===== src/rtl/muldiv_ctrl.sv =====
// Sequencer for the shared multiply/divide unit: issues ops to an external pipelined
// multiplier and iterative divider, owns HI/LO, and handles busy/flush for the pipeline.
module muldiv_ctrl #(
    parameter int unsigned MUL_LAT = 2
) (
    input  logic        clk,
    input  logic        resetn,
    input  logic        issue_valid,
    input  logic [2:0]  issue_op,
    input  logic [31:0] issue_a,
    input  logic [31:0] issue_b,
    output logic        issue_ready,
    input  logic        flush,
    output logic        busy_o,
    output logic        done_o,
    output logic [31:0] hi_o,
    output logic [31:0] lo_o,
    output logic [31:0] mul_x,
    output logic [31:0] mul_y,
    output logic        mul_signed,
    input  logic [63:0] mul_res,
    output logic        div_start,
    output logic        div_signed,
    output logic [31:0] div_x,
    output logic [31:0] div_y,
    input  logic [31:0] div_s,
    input  logic [31:0] div_r,
    input  logic        div_complete,
    output logic        div_cancel
);

    localparam int unsigned CNT_W = $clog2(MUL_LAT + 1);

    localparam logic [2:0] OP_MULT  = 3'd0;
    localparam logic [2:0] OP_MULTU = 3'd1;
    localparam logic [2:0] OP_DIV   = 3'd2;
    localparam logic [2:0] OP_DIVU  = 3'd3;
    localparam logic [2:0] OP_MTHI  = 3'd4;
    localparam logic [2:0] OP_MTLO  = 3'd5;

    typedef enum logic [1:0] {
        S_IDLE,
        S_MUL,
        S_DIV
    } state_t;

    state_t             state;
    state_t             state_nxt;
    logic [CNT_W-1:0]   cnt;
    logic [CNT_W-1:0]   cnt_nxt;

    logic               hi_we;
    logic               lo_we;
    logic [31:0]        hi_d;
    logic [31:0]        lo_d;

    logic [31:0]        x_q;
    logic [31:0]        y_q;
    logic               mul_signed_q;
    logic               div_signed_q;

    logic               mul_acc;
    logic               div_acc;

    assign mul_acc = issue_valid && issue_ready &&
                     ((issue_op == OP_MULT) || (issue_op == OP_MULTU));
    assign div_acc = issue_valid && issue_ready &&
                     ((issue_op == OP_DIV) || (issue_op == OP_DIVU));

    // Operands go straight through in the accept cycle, then come from the holding regs.
    assign mul_x      = mul_acc ? issue_a : x_q;
    assign mul_y      = mul_acc ? issue_b : y_q;
    assign mul_signed = mul_acc ? (issue_op == OP_MULT) : mul_signed_q;
    assign div_x      = div_acc ? issue_a : x_q;
    assign div_y      = div_acc ? issue_b : y_q;
    assign div_signed = div_acc ? (issue_op == OP_DIV) : div_signed_q;

    assign busy_o = (state != S_IDLE);

    // State register
    always_ff @(posedge clk) begin
        if (!resetn) begin
            state <= S_IDLE;
            cnt   <= '0;
        end else begin
            state <= state_nxt;
            cnt   <= cnt_nxt;
        end
    end

    // Next-state, handshake and HI/LO write control
    always_comb begin
        state_nxt   = state;
        cnt_nxt     = cnt;
        issue_ready = 1'b0;
        done_o      = 1'b0;
        div_start   = 1'b0;
        div_cancel  = 1'b0;
        hi_we       = 1'b0;
        lo_we       = 1'b0;
        hi_d        = hi_o;
        lo_d        = lo_o;

        case (state)
            S_IDLE: begin
                issue_ready = !flush;
                if (issue_valid && !flush) begin
                    case (issue_op)
                        OP_MULT, OP_MULTU: begin
                            state_nxt = S_MUL;
                            cnt_nxt   = CNT_W'(1);
                        end
                        OP_DIV, OP_DIVU: begin
                            state_nxt = S_DIV;
                            div_start = 1'b1;
                        end
                        OP_MTHI: begin
                            hi_we = 1'b1;
                            hi_d  = issue_a;
                        end
                        OP_MTLO: begin
                            lo_we = 1'b1;
                            lo_d  = issue_a;
                        end
                        default: ;
                    endcase
                end
            end
            S_MUL: begin
                if (flush) begin
                    state_nxt = S_IDLE;
                    cnt_nxt   = '0;
                end else if (cnt == CNT_W'(MUL_LAT)) begin
                    hi_we     = 1'b1;
                    lo_we     = 1'b1;
                    hi_d      = mul_res[63:32];
                    lo_d      = mul_res[31:0];
                    done_o    = 1'b1;
                    state_nxt = S_IDLE;
                    cnt_nxt   = '0;
                end else begin
                    cnt_nxt = cnt + CNT_W'(1);
                end
            end
            S_DIV: begin
                if (flush) begin
                    div_cancel = 1'b1;
                    state_nxt  = S_IDLE;
                end else if (div_complete) begin
                    hi_we     = 1'b1;
                    lo_we     = 1'b1;
                    hi_d      = div_r;
                    lo_d      = div_s;
                    done_o    = 1'b1;
                    state_nxt = S_IDLE;
                end
            end
            default: begin
                state_nxt = S_IDLE;
                cnt_nxt   = '0;
            end
        endcase
    end

    // Architectural HI/LO and operand holding registers
    always_ff @(posedge clk) begin
        if (!resetn) begin
            hi_o         <= '0;
            lo_o         <= '0;
            x_q          <= '0;
            y_q          <= '0;
            mul_signed_q <= 1'b0;
            div_signed_q <= 1'b0;
        end else begin
            if (hi_we) hi_o <= hi_d;
            if (lo_we) lo_o <= lo_d;
            if (mul_acc || div_acc) begin
                x_q <= issue_a;
                y_q <= issue_b;
            end
            if (mul_acc) mul_signed_q <= (issue_op == OP_MULT);
            if (div_acc) div_signed_q <= (issue_op == OP_DIV);
        end
    end

endmodule


===== config.mk =====
export PLATFORM = sky130hd
export DESIGN_NAME = muldiv_ctrl
export DESIGN_NICKNAME = d
export VERILOG_FILES = /design/src/rtl/muldiv_ctrl.sv
export SDC_FILE = /design/constraint.sdc
export NUM_CORES = 1
export LEC_CHECK = 0
export BUFFER_PORTS_ARGS = -buffer_cell sky130_fd_sc_hd__buf_2
export CAP_MARGIN = 40
export CORE_AREA = 2 2 157 159
export CTS_BUF_LIST = sky130_fd_sc_hd__clkbuf_8 sky130_fd_sc_hd__clkbuf_16
export CTS_CLUSTER_DIAMETER = 120
export CTS_CLUSTER_SIZE = 8
export DETAILED_ROUTE_END_ITERATION = 10
export DIE_AREA = 0 0 159 161
export SYNTH_ARGS = -nofsm -noshare
export SYNTH_HDL_FRONTEND = slang
export SYNTH_SLANG_ARGS = --single-unit

===== constraint.sdc =====
create_clock -name clk -period 7.41 [get_ports clk]
set_input_delay 2.223 -clock clk [delete_from_list [all_inputs] [get_ports clk]]
set_output_delay 2.223 -clock clk [all_outputs]
set_load 0.005 [all_outputs]

==> flow_metrics.env <==
export IMPL_status="finished, final reports clean"
export IMPL_ant_nets=0
export IMPL_dieWidth_um=159
export IMPL_cts_buffers=17
export IMPL_place_ws_ns=1.04
export IMPL_grt_max_degree=118
export IMPL_min_period_over_period_pct=85.7
export IMPL_mostFrequentLayoutCells="397 x buf_2, 196 x nand2_1, 134 x dfxtp_1, 130 x mux2_2"
export IMPL_io_pins=399
export IMPL_grt_use_total_pct=21.1
export IMPL_finalMaxSlewViolations=0
export IMPL_reg2reg_to="hi_o[14]"
export IMPL_drive_above_1_share_pct=46.0
export IMPL_die_area_mm2=0.0256
export IMPL_fmax_mhz=157
export IMPL_fin_nets=1467
export IMPL_drtIter0Drc=380
export IMPL_synthesis_area_mm2=0.00778
export IMPL_critPathKind="in2out"
export IMPL_path_max_fanout=32
export IMPL_drv_cap=0
export IMPL_cts_sinks=134
export IMPL_post_drt_via_cell_ratio=5.02
export IMPL_syn_inst=921
export IMPL_required_ns=5.19
export IMPL_total_power_mw=2.16
export IMPL_fin_crit_ns=6.35
export IMPL_area_growth_pct=35.9
export IMPL_start_util_pct=32.5
export IMPL_design_core_area_mm2=0.0240
export IMPL_clock_latency_ns=0.41
export IMPL_io_buffers=398
export IMPL_syn_avg_cell_area_um2=8.44
export IMPL_hold_viol_final=0
export IMPL_final_core_utilization_pct=44.1
export IMPL_start_kind="primary input"
export IMPL_antenna_found_initial=0
export IMPL_holdWs_ns=0.452
export IMPL_p_per_area_mw_per_mm2=204
export IMPL_ir_drop_mv=0.106
export IMPL_crit_path_end="mul_x[25]"
export IMPL_startpoint="flush"
export IMPL_setup_violations=0
export IMPL_hold_path_class="reg2reg"
export IMPL_dp_hpwl_um=20200
export IMPL_synth_flop_cell="dfxtp_1"
export IMPL_tns_ns=0
export IMPL_crit_arrival_ns=4.13
export IMPL_die_h_um=161
export IMPL_place_congestion=0.828
export IMPL_grt_overflow_total=0
export IMPL_hold_buffers=0
export IMPL_finalWorstSetupSlack_ns=1.06
export IMPL_end_kind="output port"
export IMPL_leakage_nw=4.76
export IMPL_yosys_warnings=0
export IMPL_rsz0062_at_grt="false"
export IMPL_grt_first_pass_wirelength_um=42800
export IMPL_reg2reg_depth=9
export IMPL_final_common_cell="buf_2"
export IMPL_row_count=57
export IMPL_finClkSkew_ns=0.0102
export IMPL_synthArstFlopShare_pct=0
export IMPL_routed_wirelength_um=28000
export IMPL_ys_seq_area_share_pct=34.5
export IMPL_rrSetupSlack_ns=4.15
export IMPL_cts_root_buf="clkbuf_16"
export IMPL_n_antenna_cell=0
export IMPL_ys_ff_latch=134
export IMPL_postCtsSetupBuffers=0
export IMPL_routedWlPerCell_um=17.5
export IMPL_dr_total_vias=8018
export IMPL_post_cts_resized=0
export IMPL_reg2reg_from="state[0]"
export IMPL_grt_pass1_vias=7569
export IMPL_yosysUniqueCellTypes=39
export IMPL_synth_edf_count=0
export IMPL_worst_pin_slew_ns=0.822
export IMPL_route_detailed_drc=0
export IMPL_cts_tree="done"
export IMPL_h_tree_depth=4
export IMPL_slew_headroom_pct=45.2
export IMPL_clk_pin_slew_ns=0.06
export IMPL_syn_nets=1126
export IMPL_drt_first_pass_iters=4
export IMPL_clockBufferDepth=2
-- worst min-delay path by stage --
stage                     to  slack (ns)  depth (start not counted)      from
floorplan             x_q[0]        0.44                          2    x_q[0]
global placement    lo_o[24]        0.44                          2  lo_o[24]
detailed placement  lo_o[16]        0.45                          2  lo_o[16]
CTS                 lo_o[16]        0.45                          2  lo_o[16]
global route        hi_o[30]        0.47                          2  hi_o[30]
finish              lo_o[29]        0.45                          2  lo_o[29]
-- cells in the mapped netlist (4+ instances only) --
cell      count  area (um^2)
mux2_2      130         1460
buf_1        13         48.8
nand3_1      65          325
nor2_1        6         22.5
buf_2        18         90.1
a22oi_1      64          480
a21boi_0      4         30.0
buf_4         7         52.6
o211ai_1     64          480
ha_1          5         62.6
buf_6         6         67.6
and2_1        4         25.0
o21ai_1      37          185
nand2_1     196          736
dfxtp_1     134         2680
clkbuf_1     46          173
a21boi_1     60          450
inv_1         6         22.5
o21ai_0      29          145
-- cells by family after synthesis --
logic type	Yosys count	synth area share, %
compound gates	264	23.5
fa+ha+maj	5	0.805
buf+inv	97	5.89
flops	134	34.5
mux	133	19.2
simple gates	288	16.1
-- worst max-delay path, cell delays in order --
cell      delay, ns
buf_2          0.17
nand3b_2       0.32
nor3_4         0.60
buf_12         0.29
mux2_2         0.36
buf_2          0.13
-- state kept, by name, indices dropped and copies added, names as in the netlist --
| signal | flops |
|---|---|
| x_q | 32 |
| mul_signed_q | 1 |
| lo_o | 32 |
| y_q | 32 |
| div_signed_q | 1 |
| hi_o | 32 |
| state | 2 |
| cnt | 2 |
-- area by class of cell --
| class | count | area (um^2) |
|---|---|---|
| clock buffer | 19 | 453 |
| clock inverter | 12 | 154 |
| fill | 2433 | 13400 |
| sequential | 134 | 2680 |
| tap | 324 | 405 |
| inverter | 7 | 26.3 |
| multi-input combinational | 690 | 4690 |
| timing repair buffer | 412 | 2150 |
-- routing by layer --
layer	GRT usage (%)	up-vias	wire length (um)
li1	-	4016	-
met1	27.1	3656	12300
met2	35.1	308	13200
met3	4.83	38	1840
met4	7.15	0	593
met5	0	-	0
-- power by group --
group / internal, mW / switching, mW / total (mW)
combinational: 0.219 / 0.295 / 0.514
sequential: 0.747 / 0.0196 / 0.766
clock: 0.546 / 0.329 / 0.875
-- stage by stage --
stage / cells / instance area, um^2
finish: 1598 / 10600
global route: 1598 / 10600
CTS: 1598 / 10600
detailed placement: 1567 / 9960
global placement: 1566 / 9940
floorplan: 921 / 7780
(Power assumes the default switching activity.)
